==> src/rtl/lap_stopwatch.sv <==
`timescale 1ns/1ps
// lap_stopwatch: sub-second/second/minute/hour stopwatch advanced by an
// external tick, with start/stop, clear and a show-ahead lap FIFO.
// LAP_DEPTH must be a power of two and at least 2 so the pointers wrap
// naturally and a full FIFO always holds a second entry behind the head.
module lap_stopwatch #(
  parameter  int unsigned SUBSEC_MAX = 99,
  parameter  int unsigned HOUR_MAX   = 99,
  parameter  int unsigned LAP_DEPTH  = 4,
  localparam int unsigned SUB_W      = $clog2(SUBSEC_MAX + 1),
  localparam int unsigned HOUR_W     = $clog2(HOUR_MAX + 1),
  localparam int unsigned LAP_W      = HOUR_W + 12 + SUB_W,
  localparam int unsigned CNT_W      = $clog2(LAP_DEPTH) + 1
) (
  input  logic              clk,
  input  logic              rst,
  input  logic              tick,
  input  logic              start_stop,
  input  logic              clear,
  input  logic              lap,
  input  logic              lap_rd,
  output logic              running,
  output logic [SUB_W-1:0]  sub,
  output logic [5:0]        sec,
  output logic [5:0]        min,
  output logic [HOUR_W-1:0] hour,
  output logic              lap_valid,
  output logic [LAP_W-1:0]  lap_data,
  output logic [CNT_W-1:0]  lap_count,
  output logic              lap_full,
  output logic              lap_drop,
  output logic              ovf
);

  localparam int unsigned PTR_W = $clog2(LAP_DEPTH);

  typedef enum logic {
    ST_STOPPED = 1'b0,
    ST_RUNNING = 1'b1
  } state_e;

  typedef struct packed {
    logic [HOUR_W-1:0] hour;
    logic [5:0]        min;
    logic [5:0]        sec;
    logic [SUB_W-1:0]  sub;
  } lap_entry_t;

  state_e            state_q, state_d;

  logic [SUB_W-1:0]  sub_q, sub_d;
  logic [5:0]        sec_q, sec_d;
  logic [5:0]        min_q, min_d;
  logic [HOUR_W-1:0] hour_q, hour_d;
  logic              ovf_q, ovf_d;

  lap_entry_t        mem_q [LAP_DEPTH];
  logic [PTR_W-1:0]  wr_ptr_q, wr_ptr_d;
  logic [PTR_W-1:0]  rd_ptr_q, rd_ptr_d;
  logic [PTR_W-1:0]  rd_next;
  logic [CNT_W-1:0]  cnt_q, cnt_d;
  logic              valid_q, valid_d;
  logic              full_q, full_d;
  logic              drop_q, drop_d;
  lap_entry_t        lap_data_q, lap_data_d;
  lap_entry_t        new_entry;

  // Per-cycle decisions, all made on the pre-edge running state
  logic do_clear;
  logic do_tick;
  logic push_req;
  logic pop;
  logic push;

  // Running-state register
  always_ff @(posedge clk or posedge rst) begin
    if (rst) begin
      state_q <= ST_STOPPED;
    end else begin
      state_q <= state_d;
    end
  end

  // Running-state next state and the qualified clear/tick/lap strobes
  always_comb begin
    state_d  = state_q;
    do_clear = 1'b0;
    do_tick  = 1'b0;
    push_req = 1'b0;
    case (state_q)
      ST_STOPPED: begin
        do_clear = clear;
        if (start_stop) state_d = ST_RUNNING;
      end
      ST_RUNNING: begin
        do_tick  = tick;
        push_req = lap;
        if (start_stop) state_d = ST_STOPPED;
      end
      default: state_d = ST_STOPPED;
    endcase
  end

  // Time counter chain with full-scale wrap detection
  always_comb begin
    sub_d  = sub_q;
    sec_d  = sec_q;
    min_d  = min_q;
    hour_d = hour_q;
    ovf_d  = ovf_q;
    if (do_clear) begin
      sub_d  = '0;
      sec_d  = '0;
      min_d  = '0;
      hour_d = '0;
      ovf_d  = 1'b0;
    end else if (do_tick) begin
      if (sub_q == SUB_W'(SUBSEC_MAX)) begin
        sub_d = '0;
        if (sec_q == 6'd59) begin
          sec_d = '0;
          if (min_q == 6'd59) begin
            min_d = '0;
            if (hour_q == HOUR_W'(HOUR_MAX)) begin
              hour_d = '0;
              ovf_d  = 1'b1;
            end else begin
              hour_d = hour_q + HOUR_W'(1);
            end
          end else begin
            min_d = min_q + 6'd1;
          end
        end else begin
          sec_d = sec_q + 6'd1;
        end
      end else begin
        sub_d = sub_q + SUB_W'(1);
      end
    end
  end

  // Lap FIFO control: pointers, occupancy, drop flag and the head register
  always_comb begin
    new_entry      = '0;
    new_entry.hour = hour_q;
    new_entry.min  = min_q;
    new_entry.sec  = sec_q;
    new_entry.sub  = sub_q;

    pop      = lap_rd && valid_q;
    // A full FIFO still accepts a push when the head leaves in the same cycle
    push     = push_req && (!full_q || pop);
    rd_next  = rd_ptr_q + PTR_W'(1);

    wr_ptr_d = wr_ptr_q;
    rd_ptr_d = rd_ptr_q;
    cnt_d    = cnt_q;
    drop_d   = drop_q;

    if (do_clear) begin
      wr_ptr_d = '0;
      rd_ptr_d = '0;
      cnt_d    = '0;
      drop_d   = 1'b0;
    end else begin
      if (push) wr_ptr_d = wr_ptr_q + PTR_W'(1);
      if (pop)  rd_ptr_d = rd_next;
      if (push && !pop) begin
        cnt_d = cnt_q + CNT_W'(1);
      end else if (pop && !push) begin
        cnt_d = cnt_q - CNT_W'(1);
      end
      if (push_req && full_q && !pop) drop_d = 1'b1;
    end

    valid_d = (cnt_d != '0);
    full_d  = (cnt_d == CNT_W'(LAP_DEPTH));

    // Head entry for the next cycle, never sourced from an unwritten slot
    if (cnt_d == '0) begin
      lap_data_d = '0;
    end else if (pop) begin
      lap_data_d = (cnt_q > CNT_W'(1)) ? mem_q[rd_next] : new_entry;
    end else if (cnt_q == '0) begin
      lap_data_d = new_entry;
    end else begin
      lap_data_d = lap_data_q;
    end
  end

  // Counter, flag and FIFO control registers
  always_ff @(posedge clk or posedge rst) begin
    if (rst) begin
      sub_q      <= '0;
      sec_q      <= '0;
      min_q      <= '0;
      hour_q     <= '0;
      ovf_q      <= 1'b0;
      wr_ptr_q   <= '0;
      rd_ptr_q   <= '0;
      cnt_q      <= '0;
      valid_q    <= 1'b0;
      full_q     <= 1'b0;
      drop_q     <= 1'b0;
      lap_data_q <= '0;
    end else begin
      sub_q      <= sub_d;
      sec_q      <= sec_d;
      min_q      <= min_d;
      hour_q     <= hour_d;
      ovf_q      <= ovf_d;
      wr_ptr_q   <= wr_ptr_d;
      rd_ptr_q   <= rd_ptr_d;
      cnt_q      <= cnt_d;
      valid_q    <= valid_d;
      full_q     <= full_d;
      drop_q     <= drop_d;
      lap_data_q <= lap_data_d;
    end
  end

  // Lap storage; contents are only ever read behind a valid occupancy count
  always_ff @(posedge clk) begin
    if (push) mem_q[wr_ptr_q] <= new_entry;
  end

  assign running   = (state_q == ST_RUNNING);
  assign sub       = sub_q;
  assign sec       = sec_q;
  assign min       = min_q;
  assign hour      = hour_q;
  assign ovf       = ovf_q;
  assign lap_valid = valid_q;
  assign lap_full  = full_q;
  assign lap_count = cnt_q;
  assign lap_drop  = drop_q;
  assign lap_data  = lap_data_q;

endmodule

==> config.mk <==
export PLATFORM = sky130hd
export DESIGN_NAME = lap_stopwatch
export DESIGN_NICKNAME = d
export VERILOG_FILES = /design/src/rtl/lap_stopwatch.sv
export SDC_FILE = /design/constraint.sdc
export NUM_CORES = 1
export LEC_CHECK = 0
export ABC_AREA = 1
export BUFFER_PORTS_ARGS = -buffer_cell sky130_fd_sc_hd__buf_4
export CAP_MARGIN = 40
export CORE_UTILIZATION = 27
export DETAILED_ROUTE_END_ITERATION = 12
export SLEW_MARGIN = 20
export SYNTH_ARGS = -nofsm -noshare
export SYNTH_HDL_FRONTEND = slang
export SYNTH_SLANG_ARGS = --single-unit
==> constraint.sdc <==
create_clock -name clk -period 3.7 [get_ports clk]
set_input_delay 1.11 -clock clk [delete_from_list [all_inputs] [get_ports clk]]
set_output_delay 1.11 -clock clk [all_outputs]
set_load 0.03 [all_outputs]
# [After elaboration in Yosys (flattened, before gate mapping)]
# Memories as Yosys holds them, arrays and structs flattened.
# Index checks and enable logic that the tools add are counted.
[word_totals] word_cells=103 mem_bits_rw=104 memories=1 reg_bits=64 latch_bits=0 rom_bits=0
[memory_table] name="mem_q" words=4 width=26 rd=1 rd_clocked_by_memory_dff=0 wr=1 line_no="57" source="lap_entry_t mem_q [LAP_DEPTH];"
[op_classes] reduce_logical=26 order_cmp=1 bitwise_logic=1 n_eq_ne=5 div_mod_pow=0 n_addsub=8 n_mul=0 shift=0 mux=45
[op_table] operator="2-to-1 mux 26 bit" n=4
[op_table] operator="2-to-1 mux 7 bit" n=9
[op_table] operator="2-to-1 mux 6 bit" n=9
[op_table] operator="nonzero test 2 bit" n=8
[op_table] operator="2-to-1 mux 1 bit" n=15
[op_table] operator="adder 7 x 1 -> 7 bit, second input constant" n=2
[op_table] operator="== test 7 bit, second input constant" n=2
[op_table] operator="adder 6 x 1 -> 6 bit, second input constant" n=2
[op_table] operator="== test 6 bit, second input constant" n=2
[op_table] operator="2-to-1 mux 3 bit" n=3
[op_table] operator="2-to-1 mux 2 bit" n=4
[op_table] operator="logical AND 1 bit" n=6
[op_table] operator="zero test 3 bit" n=2
[op_table] operator="nonzero test 3 bit" n=2
[op_table] operator="AND reduction 5 bit" n=1
[op_table] operator="adder 2 x 1 -> 2 bit, second input constant" n=2
[op_table] operator="AND reduction 4 bit" n=1
[op_table] operator="adder 3 x 1 -> 3 bit, second input constant" n=1
[op_table] operator="== test 3 bit, second input constant" n=1
[op_table] operator="> comparator 3 x 1 -> 1 bit, second input constant" n=1
[op_table] operator="zero test 1 bit" n=3
[op_table] operator="AND reduction 3 bit" n=1
[op_table] operator="subtractor 3 x 1 -> 3 bit, second input constant" n=1
[op_table] operator="case mux 1 bit (2 select lines)" n=1
[op_table] operator="other kinds (3)" n=3

# [Longest topological paths before layout]
[logic_depth] word_depth=10 depth_mapped=13 ltp_nobuf=12

# [Worst setup path before layout]
# No wires, ideal clock.
[synth_path] path_type="input to register" startpoint="input lap_rd" endpoint="memory mem_q[0][0] (netlist name), enable pin" path_slack_ps=615 path_stages=4 arrival_ps=2676 cell_sequence="nand2_2 -> a21oi_1 -> inv_1 -> nor2_1"
[synth_via] elab_chain_cells=5
[synth_lines] item="start, declared" line_no="21" source="input logic lap_rd,"
[synth_lines] item="logical AND 1 bit" line_no="150" source="pop = lap_rd && valid_q;"
[synth_lines] item="logical OR 1 bit" line_no="152" source="push = push_req && (!full_q || pop);"
[synth_lines] item="logical AND 1 bit" line_no="152"
[synth_lines] item="2-to-1 mux 1 bit" line_no="224" source="if (push) mem_q[wr_ptr_q] <= new_entry;"
[synth_lines] item="2-to-1 mux 1 bit (not written as such)" line_no="224"
[synth_lines] item="end, declared" line_no="57"
# No other way between the ends.

# [Worst setup path in the final report]
[layout_path] startpoint="input clear" endpoint="register hour_q[1], in the netlist hour[1]"
[layout_via] elab_chain_cells=3
[layout_lines] item="start, declared" line_no="19" source="input logic clear,"
[layout_lines] item="2-to-1 mux 1 bit *" line_no="90" source="case (state_q)"
[layout_lines] item="nonzero test 2 bit (no source line)"
[layout_lines] item="AND reduction 4 bit (no source line)"
[layout_lines] item="end signal, assigned" line_no="210" source="hour_q <= hour_d;"
[layout_lines] item="end, declared" line_no="54" source="logic [HOUR_W-1:0] hour_q, hour_d;"
# Mark *: on every way between the ends. The rest lies on a longest branch, timed or not.
# A chain may end at the register's enable or synchronous reset.

==> out/results.md <==
### Logic synthesis
• top-area cell type share of the netlist area: 41.29%
• cell types occupying the most area after synthesis: edfxtp_1, dfrtp_1, nand2_1
• Post-synth EDFFs: 104
• primary flip-flop cell chosen by synthesis mapping: edfxtp_1
• cells after synthesis: 795
• dominant cell by count in the synthesized netlist: nand2_1
• mean area per synthesized cell: 9.514 um^2
• Mapped Nets: 814
• sequential share of the synthesized area: 62.46%
• Mapped Area: 0.007564 mm^2
• Async S/R FF share, synth: 38.10%
• library cell occupying the most area in the post-synthesis netlist: edfxtp_1
• list of most frequent post-synthesis cells: nand2_1, nor2_1, edfxtp_1
• number of unique standard cell types used by synthesis: 34
• count of yosys warnings during synthesis: 0
• number of synthesized register bits: 168

### Setup path
• minimum setup slack among reg-to-reg paths: 1.40 ns
• critical path's slowest cell: nor2_2
• CP most frequent cell: nand2_1
• number of buffer and inverter stages on the critical path: 4
• Crit path depth: 10
• crit-path leading delay family: simple AND/OR/NAND/NOR gates
• arrival time of data at the critical path endpoint: 2.78 ns
• cell breakdown of the critical path: buf_4, inv_1, nor2_4, inv_2, nand2_1, nand2_4, nor2_2, inv_1, nand2_1, nand2_1
• FF-to-FF path depth: 10
• kind of end point of the critical path: flop
• WS Path Type: primary input to flop
• max incr delay on CP: 0.41 ns
• maximum fanout encountered on the critical timing path: 20
• crit start category: primary input
• Worst Path Required: 4.02 ns

### Floorplan
• area of the die: 0.02869 mm^2
• number of top-level design ports: 67
• vertical die dimension: 169.4 um
• core footprint: 0.02725 mm^2
• Std-Cell Rows: 60
• die outline width: 169.4 um
• initial core utilization: 27.75%

### STA
• setup violation total in the final timing report: 0
• number of hold violations in the final report: 0
• period utilisation layout: 66.54%
• final worst slack: 1.238 ns
• setup repair after global routing missed its margin: no
• pin slew with the least headroom to its limit: 0.6619 ns
• setup skew after layout: 0.007935 ns
• worst max-slew margin expressed relative to the limit: 55.58%
• max-slew violation total from the final report: 0
• final critical-path required period: 2.462 ns
• highest clock rate: 406.2 MHz
• aggregate negative setup slack: 0 ns

### CTS
• clock transition at the registers of the reported paths: 0.07 ns
• Post-CTS Setup Inserts: 0
• clock tree from TritonCTS: built
• number of clock buffers inserted by TritonCTS: 17
• number of H-tree branching levels: 4
• Post-CTS Resized: 0
• number of buffers inserted by hold repair at cts: 0
• Max Root-Sink Buffers: 2
• Clock Latency Late Sink: 0.43 ns
• Root Buffer Master: clkbuf_16
• TritonCTS Sinks: 168

### Power and ir drop
• Tot Pwr: 0.008061 W
• IR drop worst, VDD: 521.0 uV
• areal power density over the cells: 879.9 mW/mm^2
• portion of total power attributed to combinational logic: 39.7%
• leakage power total: 3.948 nW
• sw power: 0.003345 W
• Net Sw Frac: 41.49%
• Int Power: 0.004716 W
• sequential power share: 36.9%
• clock network fraction of design power: 23.4%

### Routing
• routed length per instance: 13.94 um
• routed metal-1 wirelength: 8.546 mm
• vias post-DR: 5461
• final antenna-violating net count: 0
• average via count per standard cell: 4.362
• DRC violation total after the first TritonRoute iteration: 331
• uppermost routed layer: met4
• met3 WL post-DR: 726 um
• met2 wirelength from detailed routing: 8.049 mm
• DRC: 0
• total length of routed wires: 17.45 mm
• number of iterations in the first detailed-routing pass: 4

### Global route
• overall routing resource usage: 12.96%
• antenna violations before repair: 0
• vias in the first global route: 5324
• maximum number of pins on one net before global-route repair: 65
• first-pass GRT wire length: 28.95 mm
• total gr overflow: 0

### Placement
• number of buffers added on ports: 66
• detailed-placement wirelength estimate: 11.07 mm
• placer's final routability congestion estimate: 0.7794
• Setup Slack @ Placement: 0.7637 ns
• placed insts: 1220

### Hold path
• number of cells on the worst hold path: 2
• worst hold path type: flop to flop

### Status
• result of the run: finished, final reports clean

### Cells and area
• # diodes: 0
• Filler Cell Count: 2750
• layout cells sized above 1: 16.02%
• Cell Count, Final, Fillers Out: 1252
• area grow syn2layout: 21.12%
• number of nets at the end of the flow: 886

### Flow run
• Max-cap violations: 0

final cells by class:
class                   count  area, um^2  area share, %
flip-flops and latches    168        4725          51.57
multi-input cells         525        2432          26.55
repair buffers             80       633.1          6.911
well taps                 372       465.4          5.081
clock buffers              17       425.4          4.644
inverters                  75       281.5          3.073
clock inverters            15       198.9          2.172
per-stage QoR:
stage          utilization, %  hold WS (ns)  instance area, um^2
6_report                33.62        0.4773                 9161
5_1_grt                 33.62        0.5123                 9161
4_1_cts                 33.62        0.4898                 9161
3_5_place_dp            31.33        0.4718                 8537
3_3_place_gp            31.27        0.4689                 8522
2_1_floorplan               -        0.5726                 7564
cell usage in the layout (no fill, tap or decap), types with 3 or more instances in the layout:
cell | netlist | final
a21oi_1 | 59 | 59
buf_4 | 1 | 77
bufinv_16 | 0 | 4
clkbuf_16 | 0 | 17
clkinv_2 | 0 | 4
dfrtp_1 | 64 | 64
edfxtp_1 | 104 | 104
ha_1 | 12 | 12
inv_1 | 66 | 65
inv_2 | 9 | 10
inv_6 | 0 | 4
nand2_1 | 206 | 206
nand2_2 | 4 | 4
nand3_1 | 24 | 23
nand4_1 | 6 | 6
nor2_1 | 140 | 136
nor2_2 | 3 | 7
nor3_1 | 3 | 3
o21ai_0 | 40 | 40
o21ai_1 | 4 | 4
xor2_1 | 7 | 7
per-layer routing:
layer	up-vias	track usage, %
li1	2745	-
met4	0	3.878
met5	-	0
met3	14	2.985
met1	2608	17.75
met2	94	20.34
tightest hold or removal path: stages, from the launching register on:
cell and delay [ns]:
dfrtp_1 0.35, nand2_1 0.05, nand2_1 0.05
final timing paths:
kind | endpoint | start
setup / recovery | hour[1] | clear
hold / removal | ovf | ovf
setup reg to reg | hour[1] | sub[0]
hold reg to reg | ovf | ovf
max in group asynchronous | sec[2] | rst
min in group asynchronous | sub[6] | rst
registers in the layout, indices dropped and copies added (netlist names):
register   cells
sub            7
rd_ptr_q       2
ovf            1
wr_ptr_q       2
running        1
lap_valid      1
hour           7
mem_q        104
lap_drop       1
lap_count      3
sec            6
lap_data      26
lap_full       1
min            6
cells by family after synthesis:
| group | after synthesis | share of synthesized area (%) |
|---|---|---|
| AND/OR/NAND/NOR | 394 | 21.31 |
| flip-flops | 168 | 62.46 |
| AO/OA/AOI/OAI | 112 | 7.758 |
| buffers and inverters | 102 | 5.674 |
| adder cells (fa/ha/maj) | 12 | 1.985 |
| XOR/XNOR | 7 | 0.8106 |
power by group through the flow:
| stage | Clock, W | Combinational, W | Sequential (W) |
|---|---|---|---|
| after CTS | 0.00192 | 0.00325 | 0.00299 |
| after detailed placement | 0 | 0.00323 | 0.00303 |
| final | 0.00189 | 0.00320 | 0.00298 |
| after floorplan | 0 | 0.00175 | 0.00340 |
| after global placement | 0 | 0.00319 | 0.00302 |
| after global routing | 0.00199 | 0.00361 | 0.00305 |
Note: power is estimated with default switching activity, not from simulation.
